## src/rtl/data_cache_line_fill.sv

```systemverilog
// Purpose  : cache line fill engine; picks a victim way, invalidates it, streams a line
//            from memory into the data array, then writes tag + valid.
// Latency  : request-to-done BLOCK_WORDS+2 cycles minimum; all outputs registered.
// Backpres.: none towards memory (every mem_valid_i beat in FILL is consumed); fill_req_i
//            is ignored while busy_o is high.
// Ports    : clk_i/rst_i clock and async active-high reset; fill_req_i/fill_tag_i/
//            fill_index_i/set_valid_i miss request; busy_o/fill_done_o/fill_way_o status;
//            mem_req_o/mem_address_o/mem_valid_i/mem_data_i memory side; cache_* /data_* /
//            tag_o/valid_o array write side.
module data_cache_line_fill #(
    parameter int WAYS_NUMBER = 4,
    parameter int WAY_ADDR    = $clog2(WAYS_NUMBER),
    parameter int PORT_WIDTH  = 32,
    parameter int TAG_SIZE    = 20,
    parameter int INDEX_SIZE  = 8,
    parameter int BLOCK_WORDS = 4,
    parameter int OFFSET_SIZE = $clog2(BLOCK_WORDS)
) (
    input  logic                           clk_i,
    input  logic                           rst_i,
    input  logic                           fill_req_i,
    input  logic [TAG_SIZE-1:0]            fill_tag_i,
    input  logic [INDEX_SIZE-1:0]          fill_index_i,
    input  logic [WAYS_NUMBER-1:0]         set_valid_i,
    output logic                           busy_o,
    output logic                           fill_done_o,
    output logic [WAY_ADDR-1:0]            fill_way_o,
    output logic                           mem_req_o,
    output logic [TAG_SIZE+INDEX_SIZE-1:0] mem_address_o,
    input  logic                           mem_valid_i,
    input  logic [PORT_WIDTH-1:0]          mem_data_i,
    output logic [WAYS_NUMBER-1:0]         cache_way_enable_o,
    output logic [INDEX_SIZE-1:0]          cache_index_o,
    output logic                           data_write_o,
    output logic [OFFSET_SIZE-1:0]         data_offset_o,
    output logic [PORT_WIDTH-1:0]          data_o,
    output logic                           tag_write_o,
    output logic [TAG_SIZE-1:0]            tag_o,
    output logic                           valid_o
);

    localparam logic [1:0] S_IDLE    = 2'd0;
    localparam logic [1:0] S_REQUEST = 2'd1;
    localparam logic [1:0] S_FILL    = 2'd2;
    localparam logic [1:0] S_COMMIT  = 2'd3;

    localparam logic [OFFSET_SIZE-1:0] LAST_BEAT = OFFSET_SIZE'(BLOCK_WORDS - 1);

    logic [1:0]                      r_state;
    logic [WAY_ADDR-1:0]             r_rr_cnt;
    logic [OFFSET_SIZE-1:0]          r_beat_cnt;
    logic                            r_busy;
    logic                            r_fill_done;
    logic [WAY_ADDR-1:0]             r_fill_way;
    logic                            r_mem_req;
    logic [TAG_SIZE+INDEX_SIZE-1:0]  r_mem_address;
    logic [WAYS_NUMBER-1:0]          r_way_en;
    logic [INDEX_SIZE-1:0]           r_index;
    logic                            r_data_write;
    logic [OFFSET_SIZE-1:0]          r_data_offset;
    logic [PORT_WIDTH-1:0]           r_data;
    logic                            r_tag_write;
    logic [TAG_SIZE-1:0]             r_tag;
    logic                            r_valid;

    logic                            w_has_invalid;
    logic [WAY_ADDR-1:0]             w_first_invalid;
    logic [WAY_ADDR-1:0]             w_victim;
    logic [WAYS_NUMBER-1:0]          w_victim_oh;
    logic [WAYS_NUMBER-1:0]          w_fill_way_oh;

    // Scan from the top so the lowest-index invalid way is the last one to win.
    always_comb begin
        w_has_invalid   = 1'b0;
        w_first_invalid = '0;
        for (int i = WAYS_NUMBER - 1; i >= 0; i--) begin
            if (!set_valid_i[i]) begin
                w_has_invalid   = 1'b1;
                w_first_invalid = WAY_ADDR'(i);
            end
        end
    end

    assign w_victim      = w_has_invalid ? w_first_invalid : r_rr_cnt;
    assign w_victim_oh   = WAYS_NUMBER'(1) << w_victim;
    assign w_fill_way_oh = WAYS_NUMBER'(1) << r_fill_way;

    always_ff @(posedge clk_i or posedge rst_i) begin
        if (rst_i) begin
            r_state       <= S_IDLE;
            r_rr_cnt      <= '0;
            r_beat_cnt    <= '0;
            r_busy        <= 1'b0;
            r_fill_done   <= 1'b0;
            r_fill_way    <= '0;
            r_mem_req     <= 1'b0;
            r_mem_address <= '0;
            r_way_en      <= '0;
            r_index       <= '0;
            r_data_write  <= 1'b0;
            r_data_offset <= '0;
            r_data        <= '0;
            r_tag_write   <= 1'b0;
            r_tag         <= '0;
            r_valid       <= 1'b0;
        end else begin
            // Strobes are single-cycle unless re-asserted below.
            r_mem_req    <= 1'b0;
            r_tag_write  <= 1'b0;
            r_data_write <= 1'b0;
            r_fill_done  <= 1'b0;
            r_valid      <= 1'b0;
            r_way_en     <= '0;
            case (r_state)
                S_IDLE: begin
                    if (fill_req_i) begin
                        r_state       <= S_REQUEST;
                        r_busy        <= 1'b1;
                        r_tag         <= fill_tag_i;
                        r_index       <= fill_index_i;
                        r_mem_address <= {fill_tag_i, fill_index_i};
                        r_fill_way    <= w_victim;
                        // Invalidate the victim in REQUEST so a torn fill never hits.
                        r_mem_req     <= 1'b1;
                        r_tag_write   <= 1'b1;
                        r_way_en      <= w_victim_oh;
                        if (!w_has_invalid) begin
                            r_rr_cnt <= r_rr_cnt + WAY_ADDR'(1);
                        end
                    end
                end
                S_REQUEST: begin
                    r_state <= S_FILL;
                end
                S_FILL: begin
                    if (mem_valid_i) begin
                        r_data_write  <= 1'b1;
                        r_data_offset <= r_beat_cnt;
                        r_data        <= mem_data_i;
                        r_way_en      <= w_fill_way_oh;
                        r_beat_cnt    <= r_beat_cnt + OFFSET_SIZE'(1);
                        // Last word lands in the same cycle as the tag/valid commit.
                        if (r_beat_cnt == LAST_BEAT) begin
                            r_state     <= S_COMMIT;
                            r_tag_write <= 1'b1;
                            r_valid     <= 1'b1;
                            r_fill_done <= 1'b1;
                        end
                    end
                end
                S_COMMIT: begin
                    r_state <= S_IDLE;
                    r_busy  <= 1'b0;
                end
                default: begin
                    r_state <= S_IDLE;
                    r_busy  <= 1'b0;
                end
            endcase
        end
    end

    assign busy_o             = r_busy;
    assign fill_done_o        = r_fill_done;
    assign fill_way_o         = r_fill_way;
    assign mem_req_o          = r_mem_req;
    assign mem_address_o      = r_mem_address;
    assign cache_way_enable_o = r_way_en;
    assign cache_index_o      = r_index;
    assign data_write_o       = r_data_write;
    assign data_offset_o      = r_data_offset;
    assign data_o             = r_data;
    assign tag_write_o        = r_tag_write;
    assign tag_o              = r_tag;
    assign valid_o            = r_valid;

endmodule

```

## config.mk

```make
export PLATFORM = sky130hd
export DESIGN_NAME = data_cache_line_fill
export DESIGN_NICKNAME = d
export VERILOG_FILES = /design/src/rtl/data_cache_line_fill.sv
export SDC_FILE = /design/constraint.sdc
export NUM_CORES = 1
export LEC_CHECK = 0
export CAP_MARGIN = 20
export CORE_ASPECT_RATIO = 0.7
export CORE_MARGIN = 1
export CORE_UTILIZATION = 40
export DETAILED_ROUTE_END_ITERATION = 6
export GPL_ROUTABILITY_DRIVEN = 0
export GPL_TIMING_DRIVEN = 0
export PLACE_DENSITY = 0.78
export SETUP_SLACK_MARGIN = 0.4
export SYNTH_ARGS = -nofsm -noshare
export SYNTH_HDL_FRONTEND = slang
export SYNTH_SLANG_ARGS = --single-unit
export TNS_END_PERCENT = 50
```

## constraint.sdc

```tcl
create_clock -name clk_i -period 2.7 [get_ports clk_i]
set_input_delay 0.405 -clock clk_i [delete_from_list [all_inputs] [get_ports clk_i]]
set_output_delay 0.405 -clock clk_i [all_outputs]
set_load 0.02 [all_outputs]
```

# ---- Yosys cells after proc, flatten, opt, wreduce, memory -nomap -nowiden
# Index checks and enable logic that the tools add are counted.
dict set report totals {
  register_bits 107
  output_inout_bits 102
  elab_cells 60
}
dict set report classes {
  n_addsub 2
  eq_ne 7
  n_shift 2
  n_mux 26
  bitwise_logic 1
  n_reduce_logical 7
}
# op count
set ops {}
lappend ops {{2-bit two-way mux} 8}
lappend ops {{1-bit two-way mux} 12}
lappend ops {{4-bit two-way mux} 2}
lappend ops {{2-bit case mux with 4 select lines} 1}
lappend ops {{4-bit case mux with 2 select lines} 1}
lappend ops {{1-bit by 2-bit << shifter with 4-bit output (first input constant)} 2}
lappend ops {{2-bit equality test (second input constant)} 3}
lappend ops {{2-bit inequality test (second input constant)} 3}
lappend ops {{2-bit AND reduction} 3}
lappend ops {{3-bit AND reduction} 2}
lappend ops {{2-bit by 1-bit adder with 2-bit output (second input constant)} 2}
lappend ops {{1-bit case mux with 2 select lines} 2}
lappend ops {{2-bit by 1-bit equality test with 1-bit output (second input constant)} 1}
lappend ops {{2-bit logical NOT} 1}
lappend ops {{2-bit nonzero test} 1}
lappend ops {{1-bit inverter} 1}

# ---- Depth between registers and ports, before layout
# Gate-level depths: netlist of run 1.
dict set report depth {
  ltp_word 8
  ltp_mapped 7
  ltp_nobuf 6
}

# ---- Worst setup path after synthesis of run 1
# Ideal clock, no wire load.
dict set report synth_path {
  kind {register to register}
  start {register r_state[0]}
  end {register r_data[10], in the netlist data_o[10]}
  arrival_time_ns 1.372
  required_ns 2.575
  slack_ns 1.203
  stages_incl_launch_ff 8
  cell_sequence {dfrtp_1 inv_1 ha_1 nand2_2 inv_2 buf_6 buf_12 mux2_4}
}
dict set report synth_via {
  elab_chain_cells 2
}
# element line_no
set synth_lines {}
lappend synth_lines {{start: declaration} 49} ;# logic [1:0] r_state;
lappend synth_lines {{start signal: assignment} 90} ;# r_state <= S_IDLE;
lappend synth_lines {{start signal: assignment} 117} ;# r_state <= S_REQUEST;
lappend synth_lines {{start signal: assignment} 133} ;# r_state <= S_FILL;
lappend synth_lines {{2-bit equality test} 114} ;# case (r_state)
lappend synth_lines {{2-bit AND reduction (no source line)} n/a}
lappend synth_lines {{end signal: assignment} 139} ;# r_data <= mem_data_i;
lappend synth_lines {{end: declaration} 61} ;# logic [PORT_WIDTH-1:0] r_data;
# No other way between the ends.
# A chain may end at the register's enable or synchronous reset.

# ---- Worst setup path in the final report of run 1
dict set report layout_path {
  start {register r_fill_way[0], in the netlist fill_way_o[0]}
  end {output port fill_way_o[0]}
}
# element line_no
set layout_lines {}
lappend layout_lines {{start: declaration} 54} ;# logic [WAY_ADDR-1:0] r_fill_way;
lappend layout_lines {{start signal: assignment} 122} ;# r_fill_way <= w_victim;
lappend layout_lines {{end: declaration} 27} ;# output logic [WAY_ADDR-1:0] fill_way_o,
# No word-level cell between the ends.

==> metrics.csv, run 1 <==
metric;value;unit
failing checks;design-rule violations;
Post-CTS Setup Bufs;0;
post-synthesis mux area share;23.8;%
crit path buf inv count;1;
final core occ;69.5;%
post-CTS sizing;0;
run status;finished, violations left;
Sw Share;34.0;%
Final min period;1.85;ns
# nets final;475;
Logic pwr share;53.3;%
GRT overflow;0;
Leak;2.42;nW
crit path DAT;1.45;ns
largest net degree at the start of global routing;33;
Max-Cap Viols;0;
initial antenna violation count;0;
Cell Rows;27;
Setup Viol. Count Final;0;
CP required;2.30;ns
Ports;170;
WL/cell;15.2;um
post-synth cell types;26;
Hold Path Class;in -> async;
Sequential Power Share;28.6;%
xor/xnor cell area share of the yosys netlist;0.787;%
Ant. Diodes;0;
hpwl dp;5910;um
simple-gate share of the synthesized area;2.02;%
Clk pwr share;18.1;%
Slew headroom;72.0;%
clk sink count;79;
Slew Viols, Final;0;
vias;2316;
post-synthesis sequential area ratio;59.2;%
Final Skew;0.00580;ns
dpl cells;493;
Starting Density;41.9;%
Yosys reg bits;79;
largest family of logic cells by synthesized area;multiplexers;
port bufs;169;
clk buf depth;2;
Yosys Warn Count;0;
fmax;539;MHz
post-synthesis compound-gate area fraction;2.92;%
Clock Latency Late Sink;0.32;ns
vias in the first global route;2433;
crit end category;output port;
Post-Syn Instances;221;
Iter 0 DRT Violations;108;
layout cells sized above 1;29.2;%
Slowest-stage cell, CP;clkdlybuf4s50_1;
Initial DRT Pass Iterations;7;
post-route ant nets;0;
Crit path max-delay family;buffers and inverters;
unrepaired setup endpoints after global routing;no;
maximum vdd drop;619;uV
Synth Area in Adders;1.50;%
clk slew on worst S/H paths;0.05;ns
worst r2r src;r_state[0];
Syn Std Cell Area;3340;um2
Sw Pwr;2.56;mW
Area Growth Syn to Fin;65.9;%
Synthesized Nets;293;
Global Route Usage Sum;18.6;%
Finished Cell Area;5540;um2
Internal;4.98;mW
setup_tns;0;ns
CTS tree;yes;
hold_buf cts;0;
core area;7970;um2
dpl cell area;5200;um2
CTS H-tree lvls;3;
chip height;78.4;um
highest-count cells in the layout ignoring fill and taps;clkdlybuf4s50_1 (169), dfrtp_1 (79), mux2_2 (42), buf_4 (33), mux2_4 (20);
critical path class;reg -> out;
syn_area_per_cell;15.1;um2
vias per cell;4.55;
Worst Setup SP;fill_way_o[0];
number of CTS-inserted buffers;9;
slowest stage delay, CP;0.66;ns
critical path, cell by cell;clkdlybuf4s50_1;
commonest non-fill, non-tap cell in the layout;clkdlybuf4s50_1;
crit start category;flop;
Die X;111;um
die area;8720;um2
Pwr per Cell Area;1360;nW/um2
Fin. Hold Viols;0;
Finished Layout Cells;509;
Worst-Margin Slew;0.419;ns
Clock Root Buffer;clkbuf_16;
largest fanout on the critical path;6;
DRC violations left;28;
fin crit share;68.7;%
first-pass GRT wire length;12600;um
Total Wirelength;7740;um
==> path summary, 6_finish.rpt <==
kind / slack (ns) / cells after the start / endpoint
max: 0.85 / 1 / fill_way_o[0]
min: 0.44 / 2 / data_o[25]
max reg2reg: 1.00 / 7 / data_o[10]
min reg2reg: 0.49 / 1 / r_rr_cnt[1]
max in group asynchronous: 1.54 / 4 / mem_address_o[2]
min in group clk_i: 0.49 / 1 / r_rr_cnt[1]
==> cells in the mapped netlist (all sizes together) <==
master    n  area, um2
dfrtp    79       1980
mux2     64        796
buf      36        299
nand2    10       42.5
inv       7       26.3
ha        4       50.1
o21ai     4       20.0
a32o      2       20.0
nor2      2       7.51
o32ai     2       17.5
xnor2     2       17.5
a21boi    1       7.51
a21o      1       7.51
a2bb2oi   1       8.76
and3      1       6.26
nor3      1       5.00
o21bai    1       7.51
o22a      1       8.76
or2       1       6.26
xor2      1       8.76
==> cell families after synthesis <==
family / Yosys count
adders and majority gates: 4
AOI/OAI and AO/OA: 13
buffers and inverters: 43
xor gates and xnor gates: 3
DFF: 79
muxes: 64
and+or+nand+nor: 15
==> layer usage <==
layer,up-vias,global-route usage (%),wire (um)
met4,0,2.84,19
met1,1129,24.0,3250
met5,-,0,0
li1,1097,-,-
met3,2,5.33,589
met2,88,31.8,3880
==> flip-flops by register name (all words and copies together) (netlist names) <==
signal and count:
data_o 32, mem_address_o 28, cache_way_enable_o 4, data_offset_o 2, fill_way_o 2, r_beat_cnt 2
r_rr_cnt 2, r_state 2, busy_o 1, data_write_o 1, mem_req_o 1, tag_write_o 1
valid_o 1
==> power by group through the flow <==
stage | logic [mW] | clock network, mW | registers [mW]
6_report | 4.02 | 1.37 | 2.15
3_5_place_dp | 4.04 | 0 | 2.17
4_1_cts | 4.06 | 1.41 | 2.17
2_1_floorplan | 1.59 | 0 | 2.76
3_3_place_gp | 3.96 | 0 | 2.13
5_1_grt | 4.23 | 1.45 | 2.24
==> through the flow <==
stage / hold slack, ns / worst slack [ns] / total power, mW
floorplan: 0.445 / 1.20 / 4.35
global placement: 0.466 / 0.494 / 6.10
detailed placement: 0.479 / 0.795 / 6.21
CTS: 0.453 / 0.852 / 7.63
global route: 0.476 / 0.800 / 7.92
finish: 0.444 / 0.846 / 7.53
==> layout make-up <==
| type | count | area [um2] |
|---|---|---|
| buffer | 36 | 299 |
| clock buffer | 13 | 250 |
| clock inverter | 3 | 90.1 |
| fill | 592 | 2430 |
| inverter | 7 | 30.0 |
| multi-input combinational | 99 | 1040 |
| sequential | 79 | 1980 |
| tap | 101 | 126 |
| timing repair buffer | 171 | 1730 |
(Power assumes the default switching activity.)
==> run 2, diff against run 1 <==
Clock period 2.7 ns to 1.8 ns, I/O delays scaled along.
==> metrics.csv, run 2 (synthesis gave the netlist of run 1 again) <==
metric;value;unit;change
cell mode on critical path;buf_12;;
Max-Cap Viols;0;;unchanged
largest fanout on the critical path;5;;-1
clk slew on worst S/H paths;0.06;ns;about the same
Worst Setup SP;r_state[0];;
die area;8720;um2;unchanged
final core occ;78.6;%;+9.1 points
fin crit share;87.4;%;
slowest stage delay, CP;0.40;ns;-0.26 ns
hold_buf cts;0;;unchanged
Slowest-stage cell, CP;dfrtp_1;;
initial antenna violation count;0;;unchanged
Initial DRT Pass Iterations;6;;-1
crit end category;flop;;
Worst Slack Setup Final;0.228;ns;-0.619 ns
GRT overflow;0;;unchanged
Area Growth Syn to Fin;87.6;%;
dpl cells;493;;unchanged
largest net degree at the start of global routing;33;;unchanged
max reg flops;32;;unchanged
clk sink count;79;;unchanged
Slew headroom;71.8;%;-0.24 points
run status;finished, violations left;;
maximum vdd drop;939;uV;+52%
DRC violations left;28;;unchanged
Final min period;1.57;ns;
Clock Root Buffer;clkbuf_16;;
port bufs;169;;unchanged
CTS tree;yes;;
core area;7970;um2;unchanged
Finished Layout Cells;535;;+5.1%
unrepaired setup endpoints after global routing;yes;;
Total Wirelength;9000;um;+16%
CP required;2.01;ns;-0.29 ns
worst r2r src;r_state[0];;
number of CTS-inserted buffers;9;;unchanged
crit start category;flop;;
first-pass GRT wire length;14200;um;+13%
vias in the first global route;2670;;+9.7%
chip height;78.4;um;unchanged
layout cells sized above 1;40.1;%;+11 points
Starting Density;41.9;%;unchanged
Leak;3.13;nW;+29%
failing checks;design-rule violations;;
CP endpoint;data_o[10];;
critical path, cell by cell;inv_2 -> ha_4 -> nand2_4 -> inv_4 -> buf_8 -> buf_12 -> buf_12 -> mux2_4;;
Global Route Usage Sum;21.0;%;+2.4 points
clk buf depth;2;;unchanged
R2R depth;8;;+1
Worst-Margin Slew;0.422;ns;+0.00359 ns
Hold Path Class;in -> async;;
Pwr Total;12.2;mW;+62%
Final Skew;0.00601;ns;+0.000211 ns
Setup Viol. Count Final;0;;unchanged
CTS H-tree lvls;3;;unchanged
Cell Rows;27;;unchanged
Die X;111;um;unchanged
Fin. Hold Viols;0;;unchanged
crit path DAT;1.78;ns;+0.33 ns
vias per cell;4.62;;+1.5%
fmax;636;MHz;
critical path class;reg -> reg;;
Iter 0 DRT Violations;93;;-14%
hpwl dp;5910;um;unchanged
commonest non-fill, non-tap cell in the layout;clkdlybuf4s50_1;;
Pwr per Cell Area;1950;nW/um2;+44%
WL/cell;16.8;um;+11%
Slew Viols, Final;0;;unchanged
Clock Latency Late Sink;0.32;ns;about the same
highest-count cells in the layout ignoring fill and taps;clkdlybuf4s50_1 (97), dfrtp_1 (78), mux2_4 (50), buf_4 (39), dlymetal6s2s_1 (38);;
dpl ws;0.0301;ns;-0.765 ns
R2R Path End;data_o[10];;
# nets final;501;;+5.5%
Ports;170;;unchanged
vias;2470;;+6.6%
post-route ant nets;0;;unchanged
reg2reg setup slack;0.23;ns;-0.77 ns
WHS;0.310;ns;-0.135 ns
Ant. Diodes;0;;unchanged
run 2: changes by cell type in the layout (fill, tap and decap cells not counted), moves of 10 or more:
cell,change
mux2_4,+30
clkdlybuf4s15_2,+20
dlymetal6s2s_1,+38
mux2_2,-28
clkdlybuf4s15_1,+10
clkdlybuf4s50_1,-72
run 2: how the worst min path moves through the flow:
stage	to	slack [ns]
2_1_floorplan	mem_address_o[15]	0.40
4_1_cts	data_o[25]	0.32
5_1_grt	data_o[22]	0.34
6_report	data_o[22]	0.31
3_3_place_gp	r_rr_cnt[1]	0.47
3_5_place_dp	r_rr_cnt[1]	0.48
run 2: layout make-up:
cell class	count	area, um2
Timing Repair Buffer	197	2240
Sequential cell	79	1980
Fill cell	477	1710
Multi-Input combinational cell	99	1210
Buffer	36	329
Clock buffer	13	250
Tap cell	101	126
Clock inverter	3	90.1
Inverter	7	45.0
run 2: stage by stage:
step / area, um2 / setup TNS (ns)
floorplan: 3340 / 0
global route: 6270 / 0
detailed placement: 5200 / 0
finish: 6270 / 0
CTS: 6060 / 0
global placement: 5160 / -21.28
run 2: where the power goes:
group,switching [mW],internal (mW)
combinational,2.92,3.99
clock,0.672,1.40
sequential,0.604,2.65
total,4.20,8.04
run 2: what timing repair did:
action	4_1_cts	5_1_grt
endpoints found under the hold margin	0	0
cloned	5	0
pin swaps	1	1
resized for setup	129	60
setup endpoints to repair	173	166
buffers inserted	17	4
run 2: layer usage:
metal | GRT usage [%] | vias up | share of wire (%)
li1 | - | 1143 | -
met3 | 5.95 | 8 | 7.3
met2 | 36.0 | 102 | 50
met5 | 0 | - | 0
met1 | 26.7 | 1217 | 42
met4 | 4.32 | 0 | 0.80
run 2: critical path, delay by kind of cell, from the launching register on:
family                   cells  cell delay, ns
AND/OR/NAND/NOR              1            0.06
buffers and inverters        5            0.54
flip-flops                   1            0.40
multiplexers                 1            0.30
adder cells (fa/ha/maj)      1            0.16
==> run 3, diff against run 2 <==
Settings changed: CAP_MARGIN 20 to unset.
==> metrics.csv, run 3 (synthesis gave the netlist of run 1 again) <==
metric;value;unit;change
CTS H-tree lvls;3;;unchanged
Finished Layout Cells;529;;-1.1%
crit end category;flop;;
run status;finished, violations left;;
Iter 0 DRT Violations;88;;-5.4%
Worst-Margin Slew;0.446;ns;+0.0236 ns
Starting Density;41.9;%;unchanged
critical path class;reg -> reg;;
Global Route Usage Sum;20.7;%;-0.34 points
highest-count cells in the layout ignoring fill and taps;dfrtp_1 (79), clkdlybuf4s50_1 (72), dlymetal6s2s_1 (58), mux2_4 (45), buf_4 (38);;
dpl cell area;5200;um2;unchanged
first-pass GRT wire length;14000;um;-1.2%
core area;7970;um2;unchanged
Area Growth Syn to Fin;84.9;%;
crit path DAT;1.73;ns;-0.05 ns
Initial DRT Pass Iterations;6;;unchanged
GRT overflow;0;;unchanged
clk slew on worst S/H paths;0.06;ns;about the same
Ports;170;;unchanged
maximum vdd drop;852;uV;-9.3%
crit start category;flop;;
Worst Slack Setup Final;0.264;ns;+0.0361 ns
WL/cell;16.9;um;+0.64%
CTS tree;yes;;
port bufs;169;;unchanged
dpl ws;0.0182;ns;-0.0119 ns
Total Wirelength;8950;um;-0.49%
Pwr per Cell Area;1930;nW/um2;-0.99%
clk sink count;79;;unchanged
Hold Path Class;in -> async;;
layout cells sized above 1;37.6;%;-2.5 points
die area;8720;um2;unchanged
vias in the first global route;2641;;-1.1%
vias per cell;4.63;;+0.19%
vias;2447;;-0.93%
Ant. Diodes;0;;unchanged
CP required;2.00;ns;about the same
area of the multi-input gates;1170;um2;-3.0%
failing checks;design-rule violations;;
# nets final;495;;-1.2%
Setup Viol. Count Final;0;;unchanged
Reg area;1980;um2;about the same
fmax;651;MHz;+2.4%
largest fanout on the critical path;8;;+3
Clock Latency Late Sink;0.32;ns;about the same
Die X;111;um;unchanged
max reg flops;32;;unchanged
hpwl dp;5870;um;-0.62%
hold_buf cts;0;;unchanged
number of CTS-inserted buffers;9;;unchanged
Leak;3.30;nW;+5.4%
initial antenna violation count;0;;unchanged
fin crit share;85.3;%;-2.0 points
Final min period;1.54;ns;-0.0361 ns
dpl cells;493;;unchanged
largest net degree at the start of global routing;33;;unchanged
Final Skew;0.00471;ns;-0.00130 ns
Cell Rows;27;;unchanged
commonest non-fill, non-tap cell in the layout;dfrtp_1;;
Clock Root Buffer;clkbuf_16;;
clk buf depth;2;;unchanged
chip height;78.4;um;unchanged
DRC violations left;28;;unchanged
Slew headroom;70.2;%;-1.6 points
post-route ant nets;0;;unchanged
Finished Cell Area;6180;um2;-1.4%
Slew Viols, Final;0;;unchanged
Filler Cells Inserted;491;;+2.9%
unrepaired setup endpoints after global routing;yes;;
Fin. Hold Viols;0;;unchanged
Max-Cap Viols;0;;unchanged
[run 3: cell types whose count changed in the layout (fill, tap and decap cells not counted), moves of 2 or more]
cell / before / now
buf_12: 10 / 7
buf_6: 6 / 4
clkdlybuf4s15_2: 20 / 16
mux2_4: 50 / 45
clkdlybuf4s50_1: 97 / 72
mux2_2: 14 / 19
dlymetal6s2s_1: 38 / 58
clkdlybuf4s15_1: 10 / 13
dlygate4sd2_1: 4 / 10
[run 3: power breakdown]
group / internal [mW] / switching (mW) / total (mW)
clock: 1.39 / 0.666 / 2.06
sequential: 2.65 / 0.587 / 3.23
combinational: 3.76 / 2.89 / 6.65
total: 7.80 / 4.14 / 11.9
[run 3: timing repair]
item,4_1_cts,5_1_grt
setup endpoints to repair,172,160
hold endpoints to repair,0,0
gates resized for setup,128,72
pin swaps,2,2
setup buffers,13,2
gates cloned,5,0
[run 3: worst paths after layout]
path	start	endpoint	slack (ns)	depth (start not counted)
worst max-delay path	r_state[1]	data_o[25]	0.26	7
worst min-delay path	rst_i	data_o[1]	0.35	2
worst max register to register	r_state[1]	data_o[25]	0.26	7
worst min register to register	data_offset_o[0]	data_offset_o[0]	0.50	1
max in group asynchronous	rst_i	mem_address_o[5]	0.73	4
min in group clk_i	data_offset_o[0]	data_offset_o[0]	0.50	1
[run 3: metal layers]
metal	routed length [um]	global-route usage, %	vias to the layer above
met1	3760	27.2	1218
met3	673	5.56	3
met4	14	3.24	0
met2	4510	35.0	96
met5	0	0	-
li1	-	-	1130
[run 3: layout make-up]
| cell class | count | area share, % |
|---|---|---|
| sequential | 79 | 32.0 |
| tap | 101 | 2.05 |
| clock buffer | 13 | 4.05 |
| inverter | 7 | 0.729 |
| clock inverter | 3 | 1.46 |
| multi-input combinational | 99 | 19.0 |
| timing repair buffer | 191 | 35.3 |
| buffer | 36 | 5.41 |
[run 3: critical path, stage by stage, from the launching register on]
cell and delay, ns:
dfrtp_1 0.41, buf_6 0.14, ha_4 0.16, nand2_4 0.08
inv_4 0.04, buf_12 0.14, buf_8 0.13, mux2_4 0.30
[run 3: stage by stage]
stage	TNS (ns)	power, mW	hold WS (ns)	util, %
3_5_place_dp	0	9.31	0.488	65.2
3_3_place_gp	-21.28	9.14	0.466	64.7
5_1_grt	0	12.5	0.380	77.5
4_1_cts	0	12.0	0.323	74.8
6_report	0	11.9	0.352	77.5
2_1_floorplan	0	6.53	0.405	-
